$ cat src/rtl/scan_ctrl_pkg.sv
// Shared types and limits for the scan chain controller.
// State encoding is fixed at two bits.
package scan_ctrl_pkg;

  typedef enum logic [1:0] {
    IDLE    = 2'd0,
    SHIFT   = 2'd1,
    CAPTURE = 2'd2,
    DONE    = 2'd3
  } state_t;

  localparam int MIN_DEPTH = 2;
  localparam int MAX_DEPTH = 256;

endpackage

$ cat src/rtl/scan_shreg.sv
// Parallel-load / serial-in right shift register.
// Holds its value when neither load nor shift is asserted.
module scan_shreg #(
  parameter int DEPTH = 8
) (
  input  logic             clk,
  input  logic             reset,
  input  logic             load,
  input  logic             shift,
  input  logic [DEPTH-1:0] load_data,
  input  logic             serial_in,
  output logic [DEPTH-1:0] q
);

  always_ff @(posedge clk) begin
    if (reset) begin
      q <= '0;
    end else if (load) begin
      q <= load_data;
    end else if (shift) begin
      q <= {serial_in, q[DEPTH-1:1]};
    end
  end

endmodule

$ cat src/rtl/scan_chain_ctrl.sv
// Scan chain sequencer: shifts a load word in while unloading the chain.
// Define SCAN_CAPTURE_EN to add the one-cycle functional capture state.
import scan_ctrl_pkg::*;

module scan_chain_ctrl #(
  parameter  int DEPTH = 8,
  localparam int CNT_W = $clog2(DEPTH)
) (
  input  logic             clk,
  input  logic             reset,
  input  logic             in_valid,
  output logic             in_ready,
  input  logic [DEPTH-1:0] in_data,
  output logic             scan_en,
  output logic             scan_in,
  input  logic             scan_out,
  output logic             scan_capture,
  output logic             out_valid,
  input  logic             out_ready,
  output logic [DEPTH-1:0] out_data,
  output logic             busy
);

  if (DEPTH < MIN_DEPTH || DEPTH > MAX_DEPTH) begin : g_bad_depth
    $error("scan_chain_ctrl: DEPTH out of range");
  end

  state_t           state_q;
  state_t           state_d;
  logic [CNT_W-1:0] cnt_q;
  logic [DEPTH-1:0] shreg_q;
  logic             load;
  logic             last;

  assign load = in_valid & in_ready;
  assign last = (cnt_q == CNT_W'(DEPTH - 1));

  always_ff @(posedge clk) begin
    if (reset) begin
      state_q <= IDLE;
    end else begin
      state_q <= state_d;
    end
  end

  always_comb begin
    state_d = state_q;
    unique case (state_q)
      IDLE: begin
        if (in_valid) state_d = SHIFT;
      end
      SHIFT: begin
`ifdef SCAN_CAPTURE_EN
        if (last) state_d = CAPTURE;
`else
        if (last) state_d = DONE;
`endif
      end
      CAPTURE: state_d = DONE;
      DONE: begin
        if (out_ready) state_d = IDLE;
      end
      default: state_d = IDLE;
    endcase
  end

  always_comb begin
    in_ready  = 1'b0;
    scan_en   = 1'b0;
    out_valid = 1'b0;
    busy      = 1'b1;
    unique case (state_q)
      IDLE: begin
        in_ready = 1'b1;
        busy     = 1'b0;
      end
      SHIFT:   scan_en   = 1'b1;
      CAPTURE: scan_en   = 1'b0;
      DONE:    out_valid = 1'b1;
      default: busy      = 1'b1;
    endcase
  end

`ifdef SCAN_CAPTURE_EN
  assign scan_capture = (state_q == CAPTURE);
`else
  assign scan_capture = 1'b0;
`endif

  // Counter saturates on the final shift so it never wraps.
  always_ff @(posedge clk) begin
    if (reset) begin
      cnt_q <= '0;
    end else if (load) begin
      cnt_q <= '0;
    end else if (scan_en && !last) begin
      cnt_q <= cnt_q + 1'b1;
    end
  end

  scan_shreg #(
    .DEPTH(DEPTH)
  ) u_shreg (
    .clk      (clk),
    .reset    (reset),
    .load     (load),
    .shift    (scan_en),
    .load_data(in_data),
    .serial_in(scan_out),
    .q        (shreg_q)
  );

  assign scan_in  = scan_en & shreg_q[0];
  assign out_data = shreg_q;

endmodule

$ cat config.mk
export PLATFORM = sky130hd
export DESIGN_NAME = scan_chain_ctrl
export DESIGN_NICKNAME = d
export VERILOG_FILES = /design/src/rtl/scan_ctrl_pkg.sv /design/src/rtl/scan_shreg.sv /design/src/rtl/scan_chain_ctrl.sv
export SDC_FILE = /design/constraint.sdc
export NUM_CORES = 1
export LEC_CHECK = 0
export ABC_AREA = 1
export CAP_MARGIN = 20
export CORE_ASPECT_RATIO = 0.75
export CORE_MARGIN = 3
export CORE_UTILIZATION = 35
export CTS_BUF_LIST = sky130_fd_sc_hd__clkbuf_2
export CTS_CLUSTER_DIAMETER = 40
export DETAILED_ROUTE_END_ITERATION = 10
export GPL_TIMING_DRIVEN = 0
export PLACE_DENSITY = 0.73
export SETUP_SLACK_MARGIN = 0.02
export SLEW_MARGIN = 20
export SYNTH_ARGS = -nofsm -noshare
export SYNTH_HDL_FRONTEND = slang
export SYNTH_SLANG_ARGS = --single-unit
$ cat constraint.sdc
create_clock -name clk -period 1.2 [get_ports clk]
set_input_delay 0.24 -clock clk [delete_from_list [all_inputs] [get_ports clk]]
set_output_delay 0.24 -clock clk [all_outputs]
set_load 0.01 [all_outputs]
==> results of run 1 <==
stage by stage:
step / worst slack (ns) / hold WS (ns) / TNS [ns] / area (sq um) / power, mW
CTS: -0.308 / 0.485 / -2.01 / 1150 / 2.27
global placement: -0.479 / 0.458 / -3.24 / 993 / 1.74
finish: -0.313 / 0.476 / -2.69 / 1180 / 2.40
detailed placement: -0.516 / 0.466 / -3.59 / 993 / 1.76
global route: -0.383 / 0.497 / -3.69 / 1180 / 2.61
floorplan: 0.0362 / 0.309 / 0 / 716 / 1.31
metal layers:
metal	GRT usage	wire length, microns	vias to the layer above
met5	0	0	-
met4	0.0556	27	0
met3	0.0600	136	4
met2	0.223	869	26
met1	0.197	845	312
li1	-	-	375
layout make-up:
type	count	area [sq um]
well taps	22	27.5
inverters	11	43.8
fillers	155	641
clock buffers	4	20.0
repair buffers	33	304
plain buffers	3	33.8
multi-input cells	69	472
flip-flops and latches	13	280
sequential cells by signal, indices dropped and copies added, names as in the netlist:
| register | count |
|---|---|
| cnt_q | 3 |
| u_shreg.q | 8 |
| state_q | 2 |
cell usage after synthesis:
cell type / number / share of area
nand2_1: 35 / 0.18
dfxtp_1: 13 / 0.37
inv_1: 11 / 0.058
a21oi_1: 8 / 0.056
ha_1: 6 / 0.11
o21ai_2: 6 / 0.074
nor2_1: 5 / 0.026
a31oi_1: 2 / 0.018
buf_4: 2 / 0.021
o21ai_1: 2 / 0.014
a21oi_2: 1 / 0.012
buf_6: 1 / 0.016
conb_1: 1 / 0.0053
nand2_4: 1 / 0.016
nand3_2: 1 / 0.014
xor2_1: 1 / 0.012
placed cells by master (no fill, tap or decap), drive strengths merged:
| cell type | instances |
|---|---|
| nand3 | 1 |
| clkbuf | 9 |
| xor2 | 1 |
| conb | 1 |
| dfxtp | 13 |
| clkdlybuf4s50 | 12 |
| inv | 11 |
| nand2 | 36 |
| a21oi | 9 |
| o21ai | 8 |
| a31oi | 2 |
| nor2 | 5 |
| clkdlybuf4s15 | 3 |
| dlygate4sd2 | 1 |
| ha | 6 |
| buf | 15 |
worst min-delay path: stages (launching register included):
cell     delay [ns]
dfxtp_2        0.34
nand2_1        0.05
a21oi_1        0.05
timing repair:
| action | 4_1_cts | 5_1_grt |
|---|---|---|
| hold endpoints to repair | 0 | 0 |
| pin swaps | 6 | 5 |
| setup buffers | 5 | 3 |
| setup endpoints to repair | 26 | 26 |
| hold buffers | 0 | 0 |
| gates resized for setup | 56 | 27 |
kinds of logic (layout without fill, tap and decap cells):
| family | after synthesis | in the layout | share of synthesized area |
|---|---|---|---|
| AOI/OAI and AO/OA | 19 | 19 | 0.174 |
| buffers and inverters | 14 | 51 | 0.0951 |
| adders and majority gates | 6 | 6 | 0.106 |
| and+or+nand+nor | 42 | 42 | 0.241 |
| xor gates and xnor gates | 1 | 1 | 0.0123 |
| other | 1 | 1 | 0.00528 |
| DFF | 13 | 13 | 0.366 |
power breakdown:
part	internal [mW]	total [mW]	switching [mW]	leakage, nW
Clock	0.0883	0.250	0.162	0.0166
Combinational	0.718	1.44	0.718	0.420
Sequential	0.596	0.714	0.118	0.112
final timing paths:
check	endpoint
min	cnt_q[1]
max	scan_in
min reg2reg	cnt_q[1]
max reg2reg	u_shreg.q[5]
==> results.yml, run 1 <==
final_layout:
  areaGrowthSynthToFinish_pct: 66.2
  final-instance-count-excl-fill: 155
  drive_above_1_share: 0.466
  layout.nets: 153
  antenna_cells: 0
  final_core_util: 0.648
grt:
  antenna_found_initial: 0
  grt_max_degree: 11
  overflow: 0
  grtUsageTotal: 0.150
  grt_pass1_wl_microns: 2880
  grt_pass1_vias: 660
detailed_routing:
  wl_per_cell_microns: 12.1
  viasPerCell: 4.63
  ant_nets: 0
  dr.pass1.iters: 4
  routed_wirelength_microns: 1880
  num_vias: 717
  drtIter0Drc: 15
  remaining_drc_errors: 0
clock_network:
  cts_made_buffers: 3
  path_clk_slew_ns: 0.15
  clock-root-buffer: "clkbuf_2"
  clkSinkCount: 13
  cts-htree-levels: 1
  cts_tree: "yes"
  cts_buffer_depth: 2
  clk_latency_ns: 0.29
placement:
  post-dp-hpwl_microns: 1210
  io_buffers: 25
  place_congestion: 0.698
  dp_cells: 143
sta:
  rsz0062_at_grt: "yes"
  fin_ws_ns: -0.313
  final-hold-violation-count: 0
  min_period_ns: 1.51
  setup_violations: 14
  slew_viol_final: 0
  finalCritPeriodShare: 1.26
  fin_skew_ns: 0.0105
  clock.fmax_mhz: 661
power_and_ir_drop:
  ir_worst_vdd_uv: 1220
  leakage_nw: 0.549
  powerDensity_nw_per_um2: 2030
critical_path:
  required_ns: 0.96
  slowest_stage: "dfxtp_4"
  crit_path_cell_trace: "buf_12 > ha_4 > buf_6 > nand2_2 > inv_1 > buf_2"
  crit_buf_inv: 4
  worstSetupStartpoint: "state_q[0]"
  critical_path_cell_count: 6
  crit_family: "buffers and inverters"
  setup.worst_path.end_class: "output port"
  slowest_delay_ns: 0.39
  rr_worst_depth: 9
  r2r_slack_ns: -0.20
  worstReg2RegStart: "state_q[0]"
  cp-start-kind: "register"
  worstPathMaxFanout: 2
  crit_type: "reg -> out"
  crit_arrival_ns: 1.27
die:
  die_w_microns: 58.0
  ios: 27
  die-area_sq_um: 2610
  fp.dieH_microns: 45.0
  start_util: 0.390
  num_rows: 13
  core_area_sq_um: 1820
yosys:
  ys_types: 16
  avgSynthCellArea_sq_um: 7.40
  yosys_warnings: 0
  synth_nets: 115
  synth-seq-cells: 13
  synthCells: 96
  synth-seq-area-share: 0.366
  syn_area_sq_um: 711
status:
  violations: "setup timing"
  status: "complete, but fails checks"
hold_path:
  min_from: "cnt_q[1]"
  min_path_cells: 2
  hp-class: "reg -> reg"
run:
  maxCapViolCount: 0
Note: power is estimated with default switching activity, not from simulation.
==> inputs of run 2 (changes only) <==
Settings changed: SKIP_LAST_GASP set to 1, TNS_END_PERCENT set to 100.
==> run 2 against run 1 <==
The flow still finishes with violations (setup timing). Combinational power decreased by 4%. Design area down 1.6%. Register-to-register slack gained 0.05 ns. Final cell count decreased by 0.65%. Clock power is essentially flat. Wire length hardly changed. Critical path type unchanged. Largest power group unchanged.
==> results.yml, run 2 (synthesis gave the netlist of run 1 again) <==
status:
  status: "complete, but fails checks"
  violations: "setup timing"
grt:
  grt_max_degree: 11
  grt_pass1_vias: 672
  grt_pass1_wl_microns: 2950
  grtUsageTotal: 0.155
  antenna_found_initial: 0
  overflow: 0
final_layout:
  biggestRegsByFlops: "u_shreg.q (8), cnt_q (3), state_q (2)"
  final_cell_mix: "nand2_1 (32), clkdlybuf4s50_1 (12), clkbuf_2 (9), dfxtp_2 (9), a21oi_1 (8)"
  largest_reg_flops: 8
  final_common_cell: "nand2_1"
  areaGrowthSynthToFinish_pct: 63.6
  drive_above_1_share: 0.417
  layout.nets: 152
  top_register: "u_shreg.q"
  antenna_cells: 0
critical_path:
  cp-start-kind: "register"
  required_ns: 0.96
  crit_type: "reg -> out"
  rr_worst_depth: 9
  setup.worst_path.end_class: "output port"
  crit_arrival_ns: 1.27
  worstPathMaxFanout: 2
die:
  die_w_microns: 58.0
  num_rows: 13
  core_area_sq_um: 1820
  fp.dieH_microns: 45.0
  ios: 27
  start_util: 0.390
  die-area_sq_um: 2610
placement:
  post-dp-hpwl_microns: 1210
  io_buffers: 25
  place_congestion: 0.698
sta:
  slew_viol_final: 0
  fin_skew_ns: 0.00710
  setup_tns_ns: -2.31
  setup_violations: 15
  holdWs_ns: 0.482
  min_period_ns: 1.51
  finalCritPeriodShare: 1.26
  fin_ws_ns: -0.312
  rsz0062_at_grt: "yes"
  clock.fmax_mhz: 661
  final-hold-violation-count: 0
power_and_ir_drop:
  finalPower_mw: 2.34
  p_sw_mw: 0.979
  switching_share: 0.419
  leakage_nw: 0.542
  powerDensity_nw_per_um2: 2010
  seqPwrFrac: 0.303
  pwr-share-comb: 0.589
  ir_worst_vdd_uv: 1210
  internal_power_mw: 1.36
  pwr-share-clk: 0.108
clock_network:
  clock-root-buffer: "clkbuf_2"
  path_clk_slew_ns: 0.15
  cts_tree: "yes"
  cts-htree-levels: 1
  cts_buffer_depth: 2
  cts_made_buffers: 3
  clkSinkCount: 13
  cts_hold_buf: 0
  clk_latency_ns: 0.29
detailed_routing:
  remaining_drc_errors: 0
  viasPerCell: 4.65
  wl_per_cell_microns: 12.2
  dr.pass1.iters: 4
  num_vias: 716
  routed_wirelength_microns: 1880
  ant_nets: 0
  drtIter0Drc: 17
hold_path:
  min_path_cells: 2
  hp-class: "reg -> reg"
run:
  maxCapViolCount: 0
run 2: changes by cell type in the layout (fill, tap and decap cells not counted), sizes merged:
| cell | delta |
|---|---|
| clkdlybuf4s15 | +1 |
| buf | -2 |
run 2: timing repair:
| item | CTS | global route |
|---|---|---|
| hold endpoints to repair | 0 | 0 |
| cloned | 0 | 0 |
| resized for setup | 53 | 21 |
| pin swaps | 5 | 5 |
| setup buffers | 5 | 2 |
| setup endpoints to repair | 26 | 26 |
run 2: layout make-up:
| class | count | area (sq um) |
|---|---|---|
| plain buffers | 3 | 33.8 |
| clock buffers | 4 | 20.0 |
| fillers | 163 | 659 |
| inverters | 11 | 43.8 |
| multi-input cells | 69 | 467 |
| flip-flops and latches | 13 | 279 |
| well taps | 22 | 27.5 |
| repair buffers | 32 | 292 |
run 2: power groups by stage:
| stage | logic [mW] | clock network, mW | registers [mW] |
|---|---|---|---|
| 6_report | 1.38 | 0.252 | 0.710 |
| 5_1_grt | 1.52 | 0.291 | 0.726 |
| 4_1_cts | 1.32 | 0.248 | 0.684 |
| 3_5_place_dp | 1.09 | 0 | 0.667 |
| 3_3_place_gp | 1.08 | 0 | 0.662 |
| 2_1_floorplan | 0.620 | 0 | 0.693 |
run 2: path summary, 6_finish.rpt:
kind | endpoint | slack, ns | startpoint
worst max-delay path | scan_in | -0.31 | state_q[0]
worst min-delay path | cnt_q[1] | 0.48 | cnt_q[1]
worst max register to register | state_q[1] | -0.15 | state_q[0]
worst min register to register | cnt_q[1] | 0.48 | cnt_q[1]
run 2: metal layers:
metal,share of wire,GRT usage,vias up,routed length [microns]
li1,-,-,373,-
met1,0.46,0.198,315,861
met2,0.46,0.227,24,873
met3,0.063,0.0629,4,119
met4,0.013,0.0787,0,24
met5,0,0,-,0
run 2: metrics by stage:
stage                     worst slack [ns]  instance area (sq um)   util  cells
after floorplan                     0.0362                    716      -     96
after global placement              -0.479                    993  0.545    143
after detailed placement            -0.516                    993  0.545    143
after CTS                           -0.308                   1140  0.628    152
after global routing                -0.384                   1160  0.638    154
final                               -0.312                   1160  0.638    154
run 2: critical path, stage by stage (launching register included):
cell,delay (ns)
dfxtp_4,0.38
buf_12,0.12
ha_4,0.16
buf_6,0.12
nand2_2,0.04
inv_1,0.03
buf_2,0.13
==> inputs of run 3 (changes only) <==
Settings changed: RECOVER_POWER set to 100.
==> results of run 3 <==
No change in the layout: final DEF, timing and power equal those of run 2.
